**config.mk**
```make
export PLATFORM = sky130hd
export DESIGN_NAME = id_stage
export DESIGN_NICKNAME = d
export VERILOG_FILES = /design/src/rtl/id_stage_pkg.sv /design/src/rtl/id_regfile.sv /design/src/rtl/id_stage.sv
export SDC_FILE = /design/constraint.sdc
export NUM_CORES = 2
export LEC_CHECK = 0
export BUFFER_PORTS_ARGS = -buffer_cell sky130_fd_sc_hd__buf_2
export CORE_AREA = 8 8 319 321
export DETAILED_ROUTE_END_ITERATION = 12
export DIE_AREA = 0 0 327 329
export PLACE_DENSITY = 0.8
export SLEW_MARGIN = 0
export SYNTH_ARGS = -nofsm -noshare
export SYNTH_HDL_FRONTEND = slang
export SYNTH_SLANG_ARGS = --single-unit
export TNS_END_PERCENT = 100
```
**constraint.sdc**
```tcl
create_clock -name clk -period 7.8 [get_ports clk]
set_clock_uncertainty 0.05 [all_clocks]
set_input_delay 1.56 -clock clk [delete_from_list [all_inputs] [get_ports clk]]
set_output_delay 1.56 -clock clk [all_outputs]
set_load 0.01 [all_outputs]
```
**src/rtl/id_stage_pkg.sv**
```systemverilog
// Shared constants and control bundle for the instruction-decode stage.
package id_stage_pkg;

   localparam int unsigned RW = 5;

   localparam logic [5:0] OP_RTYPE = 6'h00;
   localparam logic [5:0] OP_J     = 6'h02;
   localparam logic [5:0] OP_BEQ   = 6'h04;
   localparam logic [5:0] OP_BNE   = 6'h05;
   localparam logic [5:0] OP_ADDI  = 6'h08;
   localparam logic [5:0] OP_ANDI  = 6'h0C;
   localparam logic [5:0] OP_ORI   = 6'h0D;
   localparam logic [5:0] OP_XORI  = 6'h0E;
   localparam logic [5:0] OP_LUI   = 6'h0F;
   localparam logic [5:0] OP_LW    = 6'h23;
   localparam logic [5:0] OP_SW    = 6'h2B;

   localparam logic [5:0] FN_SLL = 6'h00;
   localparam logic [5:0] FN_SRL = 6'h02;
   localparam logic [5:0] FN_ADD = 6'h20;
   localparam logic [5:0] FN_SUB = 6'h22;
   localparam logic [5:0] FN_AND = 6'h24;
   localparam logic [5:0] FN_OR  = 6'h25;
   localparam logic [5:0] FN_XOR = 6'h26;

   localparam logic [2:0] ALUC_ADD = 3'b000;
   localparam logic [2:0] ALUC_SUB = 3'b001;
   localparam logic [2:0] ALUC_AND = 3'b010;
   localparam logic [2:0] ALUC_OR  = 3'b011;
   localparam logic [2:0] ALUC_XOR = 3'b100;
   localparam logic [2:0] ALUC_SLL = 3'b101;
   localparam logic [2:0] ALUC_SRL = 3'b110;
   localparam logic [2:0] ALUC_LUI = 3'b111;

   localparam logic [1:0] PCSRC_PC4 = 2'b00;
   localparam logic [1:0] PCSRC_BPC = 2'b01;
   localparam logic [1:0] PCSRC_JPC = 2'b10;

   typedef struct packed {
      logic       wreg;
      logic       wmem;
      logic       m2reg;
      logic       aluimm;
      logic       shift;
      logic       sext;
      logic       rdst;
      logic       use_rs;
      logic       use_rt;
      logic       is_beq;
      logic       is_bne;
      logic       is_j;
      logic [2:0] aluc;
   } ctrl_t;

endpackage

```
**src/rtl/id_regfile.sv**
```systemverilog
// Register file: two async read ports, one posedge write port, async clear; r0 stays zero.
module id_regfile
   import id_stage_pkg::*;
#(
   parameter int unsigned NREG = 32,
   parameter int unsigned DW   = 32
) (
   input  logic          clk,
   input  logic          clrn,
   input  logic [RW-1:0] rna,
   input  logic [RW-1:0] rnb,
   input  logic [RW-1:0] wn,
   input  logic          we,
   input  logic [DW-1:0] wd,
   output logic [DW-1:0] qa,
   output logic [DW-1:0] qb
);

   logic [DW-1:0] regs [NREG];

   always_ff @(posedge clk or negedge clrn) begin
      if (!clrn) begin
         for (int i = 0; i < int'(NREG); i++) regs[i] <= '0;
      end else if (we && (wn != '0)) begin
         regs[wn] <= wd;
      end
   end

   assign qa = regs[rna];
   assign qb = regs[rnb];

endmodule

```
**src/rtl/id_stage.sv**
```systemverilog
// Instruction decode: control decode, operand forwarding, load-use stall and branch resolution.
module id_stage
   import id_stage_pkg::*;
#(
   parameter int unsigned NREG = 32,
   parameter int unsigned DW   = 32
) (
   input  logic          clk,
   input  logic          clrn,
   input  logic [31:0]   id_inst,
   input  logic [DW-1:0] id_pc4,
   input  logic [RW-1:0] exe_rn,
   input  logic          exe_wreg,
   input  logic          exe_m2reg,
   input  logic [DW-1:0] exe_alu,
   input  logic [RW-1:0] mem_rn,
   input  logic          mem_wreg,
   input  logic          mem_m2reg,
   input  logic [DW-1:0] mem_alu,
   input  logic [DW-1:0] mem_mo,
   input  logic [RW-1:0] wb_rn,
   input  logic          wb_wreg,
   input  logic [DW-1:0] wb_wdata,
   output logic          id_m2reg,
   output logic          id_wmem,
   output logic          id_aluimm,
   output logic          id_shift,
   output logic          id_wreg,
   output logic [2:0]    id_aluc,
   output logic [DW-1:0] id_ra,
   output logic [DW-1:0] id_rb,
   output logic [DW-1:0] id_imm,
   output logic [RW-1:0] id_rn,
   output logic          wpcir,
   output logic [1:0]    pcsource,
   output logic [DW-1:0] bpc,
   output logic [DW-1:0] jpc
);

   logic [5:0]    op;
   logic [5:0]    funct;
   logic [RW-1:0] rs;
   logic [RW-1:0] rt;
   logic [RW-1:0] rd;
   logic [15:0]   imm16;
   logic [DW-1:0] imm_s;
   logic [DW-1:0] rf_a;
   logic [DW-1:0] rf_b;
   logic          stall;
   ctrl_t         dec;

   assign op    = id_inst[31:26];
   assign rs    = id_inst[25:21];
   assign rt    = id_inst[20:16];
   assign rd    = id_inst[15:11];
   assign funct = id_inst[5:0];
   assign imm16 = id_inst[15:0];

   id_regfile #(.NREG(NREG), .DW(DW)) u_rf (
      .clk (clk),
      .clrn(clrn),
      .rna (rs),
      .rnb (rt),
      .wn  (wb_rn),
      .we  (wb_wreg),
      .wd  (wb_wdata),
      .qa  (rf_a),
      .qb  (rf_b)
   );

   // Decode; anything unrecognised falls through as an all-zero nop.
   always_comb begin
      dec = '0;
      case (op)
         OP_RTYPE: begin
            dec.wreg   = 1'b1;
            dec.rdst   = 1'b1;
            dec.use_rs = 1'b1;
            dec.use_rt = 1'b1;
            case (funct)
               FN_ADD:  dec.aluc = ALUC_ADD;
               FN_SUB:  dec.aluc = ALUC_SUB;
               FN_AND:  dec.aluc = ALUC_AND;
               FN_OR:   dec.aluc = ALUC_OR;
               FN_XOR:  dec.aluc = ALUC_XOR;
               FN_SLL:  begin dec.aluc = ALUC_SLL; dec.shift = 1'b1; dec.use_rs = 1'b0; end
               FN_SRL:  begin dec.aluc = ALUC_SRL; dec.shift = 1'b1; dec.use_rs = 1'b0; end
               default: dec = '0;
            endcase
         end
         OP_ADDI: begin dec.wreg = 1'b1; dec.aluimm = 1'b1; dec.sext = 1'b1; dec.use_rs = 1'b1; end
         OP_ANDI: begin dec.wreg = 1'b1; dec.aluimm = 1'b1; dec.use_rs = 1'b1; dec.aluc = ALUC_AND; end
         OP_ORI:  begin dec.wreg = 1'b1; dec.aluimm = 1'b1; dec.use_rs = 1'b1; dec.aluc = ALUC_OR; end
         OP_XORI: begin dec.wreg = 1'b1; dec.aluimm = 1'b1; dec.use_rs = 1'b1; dec.aluc = ALUC_XOR; end
         OP_LUI:  begin dec.wreg = 1'b1; dec.aluimm = 1'b1; dec.aluc = ALUC_LUI; end
         OP_LW: begin
            dec.wreg   = 1'b1;
            dec.m2reg  = 1'b1;
            dec.aluimm = 1'b1;
            dec.sext   = 1'b1;
            dec.use_rs = 1'b1;
         end
         OP_SW: begin
            dec.wmem   = 1'b1;
            dec.aluimm = 1'b1;
            dec.sext   = 1'b1;
            dec.use_rs = 1'b1;
            dec.use_rt = 1'b1;
         end
         OP_BEQ: begin dec.is_beq = 1'b1; dec.sext = 1'b1; dec.use_rs = 1'b1; dec.use_rt = 1'b1; dec.aluc = ALUC_SUB; end
         OP_BNE: begin dec.is_bne = 1'b1; dec.sext = 1'b1; dec.use_rs = 1'b1; dec.use_rt = 1'b1; dec.aluc = ALUC_SUB; end
         OP_J:    dec.is_j = 1'b1;
         default: dec = '0;
      endcase
   end

   // Operand select: EXE ALU result, then MEM, then WB bypass, then the regfile.
   always_comb begin
      id_ra = rf_a;
      if (rs == '0)                                           id_ra = '0;
      else if (exe_wreg && !exe_m2reg && (exe_rn == rs))     id_ra = exe_alu;
      else if (mem_wreg && (mem_rn == rs))                    id_ra = mem_m2reg ? mem_mo : mem_alu;
      else if (wb_wreg && (wb_rn == rs))                      id_ra = wb_wdata;
   end

   always_comb begin
      id_rb = rf_b;
      if (rt == '0)                                           id_rb = '0;
      else if (exe_wreg && !exe_m2reg && (exe_rn == rt))     id_rb = exe_alu;
      else if (mem_wreg && (mem_rn == rt))                    id_rb = mem_m2reg ? mem_mo : mem_alu;
      else if (wb_wreg && (wb_rn == rt))                      id_rb = wb_wdata;
   end

   // A load in EXE cannot forward yet; reset forces the stall away.
   assign stall = clrn && exe_wreg && exe_m2reg && (exe_rn != '0) &&
                  ((dec.use_rs && (exe_rn == rs)) || (dec.use_rt && (exe_rn == rt)));

   assign wpcir     = !stall;
   assign id_wreg   = clrn && dec.wreg && !stall;
   assign id_wmem   = clrn && dec.wmem && !stall;
   assign id_m2reg  = clrn && dec.m2reg;
   assign id_aluimm = dec.aluimm;
   assign id_shift  = dec.shift;
   assign id_aluc   = dec.aluc;
   assign id_rn     = dec.rdst ? rd : rt;

   assign imm_s  = {{(DW-16){imm16[15]}}, imm16};
   assign id_imm = dec.sext ? imm_s : {{(DW-16){1'b0}}, imm16};
   assign bpc    = id_pc4 + {imm_s[DW-3:0], 2'b00};
   assign jpc    = {id_pc4[DW-1:DW-4], id_inst[25:0], 2'b00};

   always_comb begin
      pcsource = PCSRC_PC4;
      if (clrn && !stall) begin
         if (dec.is_j)
            pcsource = PCSRC_JPC;
         else if ((dec.is_beq && (id_ra == id_rb)) || (dec.is_bne && (id_ra != id_rb)))
            pcsource = PCSRC_BPC;
      end
   end

endmodule
```
======== Word-level counts from Yosys, hierarchy flattened ========
Cells that the tools add are included.
word-level totals
  register bits ........................... 1024
  output and inout bits ................... 176
cells by class
  bitwise gates (word level) .............. 3
  mux-type cells .......................... 41
  magnitude comparators ................... 4
  equal/unequal tests ..................... 24
  add/sub/neg operators ................... 1
  reductions and logical operators ........ 42
operators with widths
  cell                  count
  $bwmux W1024          1
  $mux W32              15
  $bmux W32 S5          2
  $demux W32 S5         1
  $eq A6 B6 Y1 const B  7
  $pmux W3 S6           2
  $add A32 B32 Y32      1
  $eq A32 B32 Y1        1
  $ne A32 B32 Y1        1
  $eq A5 B5 Y1          6
  $eq A6 B4 Y1 const B  5
  $logic_and A1 B1 Y1   23
  $pmux W1 S2           10
  $ge A6 B6 Y1 const B  3
  $not A5 Y6            3
  $reduce_or A7 Y1      2
  $eq A6 B2 Y1 const B  2
  $eq A6 B3 Y1 const B  2
  $logic_not A6 Y1      2
  $logic_not A5 Y1      2
  $reduce_bool A5 Y1    2
  $reduce_or A5 Y1      2
  $reduce_or A8 Y1      1
  $lt A6 B1 Y1 const B  1
  other kinds (9)       18

======== Longest topological paths before layout ========
  depth after elaboration ................. 14
  mapped depth ............................ 17
  depth with buffers taken out ............ 14

======== Cells and area by module ========
From an unflattened synthesis, not the netlist that was laid out.
second synthesis, totals
  cell total of the unflattened synthesis .. 5466
  area, all modules ....................... 61557.8 um^2
by module, submodules not included
  module      cells an instance  times used  area each (um^2)  sequential area each (um^2)
  id_regfile  4601               1           55937.4           25624.6
  id_stage    865                1           5620.4            0.0

======== Least setup slack after synthesis ========
Ideal clock, no wire load.
  path type ............................... input -> output
  from .................................... input port id_inst[16]
  to ...................................... output port pcsource[0]
  stages .................................. 15
  arrival time ............................ 4.544 ns
  slack ................................... 1.646 ns
  data required time ...................... 6.190 ns
  buffers on the path ..................... 5
  cell sequence ........................... buf_4 > buf_6 > buf_4 > buf_6 > buf_2 > mux4_2 > a22oi_1 > nand4_1 > nand2_1 > o2111ai_1 > xor2_1 > nor4_1 > nand4_1 > nor3_2 > mux2i_1
between the ends
  cells in the longest elaborated chain, start to end .. 14
RTL lines
  element                                                  RTL line          text
  from (decl)                                              id_stage.sv:10    input logic [31:0] id_inst,
  $not A5 Y6 (implied by the code)                         id_regfile.sv:30  assign qb = regs[rnb];
  $bmux W32 S5                                             id_regfile.sv:30
  $mux W32 (implied by the code) (2 in series)             id_regfile.sv:30
  $mux W32                                                 id_stage.sv:131   else if (wb_wreg && (wb_rn == rt)) id_rb = wb_wdata;
  $mux W32                                                 id_stage.sv:130   else if (mem_wreg && (mem_rn == rt)) id_rb = mem_m2reg ? mem_mo : mem_alu;
  $mux W32                                                 id_stage.sv:129   else if (exe_wreg && !exe_m2reg && (exe_rn == rt)) id_rb = exe_alu;
  $mux W32 *                                               id_stage.sv:128   if (rt == '0) id_rb = '0;
  net id_rb[22]                                            id_stage.sv:31    output logic [DW-1:0] id_rb,
  $eq A32 B32 Y1 / $ne A32 B32 Y1 (equally long branches)  id_stage.sv:157   else if ((dec.is_beq && (id_ra == id_rb)) || (dec.is_bne && (id_ra != id_rb)))
  $logic_and A1 B1 Y1                                      id_stage.sv:157
  $logic_or A1 B1 Y1 *                                     id_stage.sv:157
  $mux W1 *                                                id_stage.sv:157
  $mux W2 *                                                id_stage.sv:155   if (dec.is_j)
  $mux W2 *                                                id_stage.sv:154   if (clrn && !stall) begin
  to (decl)                                                id_stage.sv:35    output logic [1:0] pcsource,
Mark *: on every way through the listed nets, which the timed path passes. The rest lies on a longest branch. The select of a mux whose other input is x is not followed.

======== Worst setup path after layout ========
  from .................................... input port id_inst[23]
  to ...................................... output port pcsource[0]
between the ends
  cells in the longest elaborated chain, start to end .. 14
RTL lines
  element                                                  RTL line          text
  $not A5 Y6 (implied by the code)                         id_regfile.sv:29  assign qa = regs[rna];
  $bmux W32 S5                                             id_regfile.sv:29
  $mux W32 (implied by the code) (2 in series)             id_regfile.sv:29
  $mux W32                                                 id_stage.sv:123   else if (wb_wreg && (wb_rn == rs)) id_ra = wb_wdata;
  $mux W32                                                 id_stage.sv:122   else if (mem_wreg && (mem_rn == rs)) id_ra = mem_m2reg ? mem_mo : mem_alu;
  $mux W32                                                 id_stage.sv:121   else if (exe_wreg && !exe_m2reg && (exe_rn == rs)) id_ra = exe_alu;
  $mux W32                                                 id_stage.sv:120   if (rs == '0) id_ra = '0;
  $eq A32 B32 Y1 / $ne A32 B32 Y1 (equally long branches)  id_stage.sv:157
  $logic_and A1 B1 Y1                                      id_stage.sv:157
  $logic_or A1 B1 Y1                                       id_stage.sv:157
  $mux W1                                                  id_stage.sv:157
  $mux W2                                                  id_stage.sv:155
  $mux W2 *                                                id_stage.sv:154
Mark *: on every way between the ends. The rest lies on a longest branch, timed or not. The select of a mux whose other input is x is not followed.

==> run summary <==
The flow ran to the end, but the final reports show violations. The final reports fail on negative setup slack. In this run the remaining antenna-violating nets after routing total 0. After legalization and detailed placement, the total HPWL measured 150000 um. The congestion estimate from routability-driven global placement came to 1.11.

The first global-routing pass estimated 324000 um of wire. The initial antenna violation count is 29, and the data arrival at the endpoint of the critical path is 6.34 ns. The region available for standard cell placement spans 97100 um2. Max-cap violations in this run came to 0.

The cell leakage power came out at 0.0295 uW. The tools report the sequential fraction of design power as 42.9%. For this run the aggregate overflow at the end of global routing stands at 0. In this run the horizontal extent of the chip is 327 um. The run gives -0.145 ns as the setup TNS. By startpoint and endpoint, the worst setup path is classified as in -> out. The worst register-to-register path begins at u_rf.regs[632]$_DFFE_PN0P_. Cells fill 68.3% of the core in the end. Maximum clock rate: 0.126 GHz. The die covers 108000 um2. The routed design could run at a clock period as short as 7.95 ns. The logs give 227000 um for the detailed-route wire length and 6966 for the number of DRC markers after the initial detailed-route iteration. The tools report the number of global-route vias before repair as 45800.

Among all flip-flop cells after synthesis, the most frequent one is dfrtp_1. The tools report the maximum level of the CTS H-tree as 3. Portion of total power attributed to the clock network: 32.5%. In the routed design, unresolved DRC markers number 0.

The cell area after placement came out at 62600 um2. The tools report the worst reg2reg path endpoint as u_rf.regs[632]$_DFFE_PN0P_. For this design the total switching power over the nets is 5020 uW. Area of all sequential standard cells: 25600 um2. Once the floorplan was initialized, standard cells occupied 61.1% of the core. The chip height is 329 um, and the power density normalized to cell area is 250 nW/um2. In this run the cell area of the synthesized design comes to 59300 um2. Start point of the critical path: id_inst[23].

In this run, distinct cell masters in the synthesized netlist total 79. No sink is reached through more buffers than the 3 on the longest clock path. The largest registers in the layout are u_rf.regs: 1024 flops. Once layout is done, the placed cells without fillers occupy 66300 um2. The floorplan has 115 rows. The detailed-routing iteration count for the pre-antenna-repair pass came out at 8.

The relative max-transition margin came out at 16.1%. Register name with the most flops: u_rf.regs. Setup repair after global routing left no endpoint under its margin. The final setup violation count came out at 1.

In the final design database the tool counted 4880 nets. Across the VDD grid, the largest voltage drop is 0.000210 V. The worst hold path begins at u_rf.regs[1022]$_DFFE_PN0P_. After clock tree synthesis, the flow added hold-fix buffers numbering 0. The detailed-route vias per instance came out at 7.55. The number of buffers inserted by port buffering came out at 383. The endpoint of the worst hold path is u_rf.regs[1022]$_DFFE_PN0P_.

The depth of the most critical reg-to-reg path is 1, and the number of warnings printed during yosys synthesis is 0. The design internal power was 11600 uW. The count of endpoints failing hold in the final timing report was 0.

The top-level I/O count was 390. In the final layout, the multi-input gates occupy 31300 um2. In this run the worst path has a maximum fanout of 30. The worst hold path belongs to the class reg -> reg.

For the pin with the worst max-slew slack, the measured transition is 1.25 ns. The logs give 0 for the count of final max-slew check failures and 6.19 ns for the required time of the critical path. The average detailed-routed wire length per instance works out to 37.6 um.

Relative to the synthesized area, the layout overhead comes to 11.8%. The share of synthesized area occupied by flip-flops and latches is 43.2%. The count of fill cells added during filler insertion is 6708. Pin count of the biggest net entering global routing: 183.

The tree is rooted in a clkbuf_16. STA classifies the critical path startpoint as an input pin. The relative contribution of combinational cells to total power came out at 24.6%. After synthesis the netlist holds a flip-flop and latch count of 1024. After synthesis, the mean cell area works out to 13.4 um2. The proportion of synthesized flip-flops having asynchronous set or reset works out to 100%. TritonCTS built the clock tree. Total vias in the final route: 45500. The post-layout worst setup margin was -0.145 ns. In the finished design, the share of the clock period the worst path needs comes to 102%.

Global routing used 41.5% of the available tracks. The insertion delay to the later sink of the worst-skew pair was 0.70 ns; the proportion of layout cells with a drive suffix above 1 was 48.4%. Net switching is 30.3% of the power. After clock tree synthesis, the clock-pin slew on the worst setup and hold paths is 0.06 ns.

The register with the most flip-flops in the layout has 1024 of them. The worst setup path is captured at a primary output. In this run, synthesis inferred 0 flip-flops with an integrated enable.

Along the worst hold path, the cell count comes to 0. For the worst reg-to-reg setup slack, the log shows 6.91 ns. The number of buffers created by CTS was 108.

Counting every instance in the synthesized netlist gives 4430. The clock sink count was 1024.
[placed cells by master, fill, tap and decap left out, types with 21 or more instances in the layout]
cell and instances:
dfrtp_1 1024, nand2_1 166, mux4_2 421, a22oi_1 91
inv_1 32, buf_2 378, clkbuf_1 22, mux2_2 1028
clkbuf_16 110, nand3_1 46, buf_4 188, xnor2_1 48
xor2_1 38, o221ai_1 39, ha_1 29, a21oi_1 69
nor3_1 25, o21ai_0 79, mux2i_1 266, clkbuf_8 30
nor2b_1 24, nand4_1 21, clkinv_2 22, nor2_1 98
a211oi_1 27, a221oi_1 48, o211ai_1 30, buf_12 28
[power groups by stage]
| stage | Combinational [uW] | Clock [uW] | Sequential (uW) |
|---|---|---|---|
| 6_report | 4080 | 5380 | 7110 |
| 5_1_grt | 4240 | 5580 | 7210 |
| 4_1_cts | 3970 | 5380 | 7060 |
| 3_5_place_dp | 3940 | 0 | 7130 |
| 3_3_place_gp | 3850 | 0 | 7040 |
| 2_1_floorplan | 2700 | 0 | 6870 |
[worst max path at each step]
stage	end	slack, ns	cells past startpoint
floorplan	pcsource[0]	1.65	15
global placement	pcsource[0]	-0.04	15
detailed placement	pcsource[0]	0.007	15
CTS	pcsource[0]	0.14	15
global route	pcsource[0]	0.15	15
finish	pcsource[0]	-0.15	15
[metrics by stage]
step / cells / setup slack (ns) / total power (uW) / hold WS [ns]
global placement: 5812 / -0.0439 / 10900 / 0.329
finish: 6026 / -0.145 / 16600 / 0.348
floorplan: 4431 / 1.65 / 9570 / 0.391
CTS: 6014 / 0.141 / 16400 / 0.349
detailed placement: 5812 / 0.00689 / 11100 / 0.336
global route: 6021 / 0.151 / 17000 / 0.361
[cells in the mapped netlist, drive strengths merged (6+ instances only)]
cell type     n  area [um2]
a2111oi       6        52.6
a211o         8        70.1
a211oi       30         240
a21o         19         143
a21oi        69         345
a221oi       49         435
a22o         12         105
a22oi        91         683
a2bb2oi       9        85.1
a31oi        11        68.8
and2         14        87.6
and3         10        62.6
buf         275        1630
clkbuf      229         860
dfrtp      1024       25600
ha           29         363
inv          36         135
mux2       1028       11600
mux2i       267        2670
mux4        421        9480
nand2       177         664
nand2b       19         119
nand3        47         235
nand4        21         131
nor2        111         419
nor2b        28         175
nor3         30         155
nor4         11        81.3
o2111ai      14         123
o211ai       30         225
o21ai        83         419
o221ai       39         342
o22ai        20         125
or3          13        81.3
xnor2        48         420
xor2         38         333
[layer usage]
layer / up-vias / part of all wire (%) / track usage (%)
met4: 28 / 8.5 / 29.0
li1: 17300 / - / -
met1: 23100 / 34 / 50.4
met5: - / 0.11 / 0.136
met2: 3993 / 41 / 57.5
met3: 1038 / 16 / 20.6
[final cells by class]
cell class,count,share of cell area (%)
diodes,11,0.0415
clock buffers,162,4.90
clock inverters,40,0.672
inverters,36,0.204
multi-input cells,2867,47.2
flip-flops and latches,1024,38.7
well taps,1287,2.43
repair buffers,599,5.94
[worst max-delay path: stages]
cell and delay, ns:
buf_2 0.30, buf_12 0.33, nand2b_1 0.53, nor2_1 0.31, buf_4 0.30, a22oi_1 0.25
nand4_1 0.21, a21oi_1 0.81, xor2_1 0.20, nor4_1 0.35, nand2_1 0.11, nor3_2 0.35
buf_4 0.20, mux2i_1 0.28, buf_2 0.21
[cells by family after synthesis]
group / after synthesis / share of synthesized area (%)
mux: 1716 / 40.0
xor+xnor: 86 / 1.27
other cells: 1 / 0.00632
flops: 1024 / 43.2
simple gates: 505 / 4.06
fa+ha+maj: 30 / 0.645
compound gates: 528 / 6.39
buf+inv: 540 / 4.42
[repair_timing]
item,4_1_cts,5_1_grt
endpoints found under the hold margin,0,0
pin swaps,0,1
gates resized for setup,1,0
endpoints found under the setup margin,1,1
buffers inserted,0,1
(Power assumes the default switching activity.)
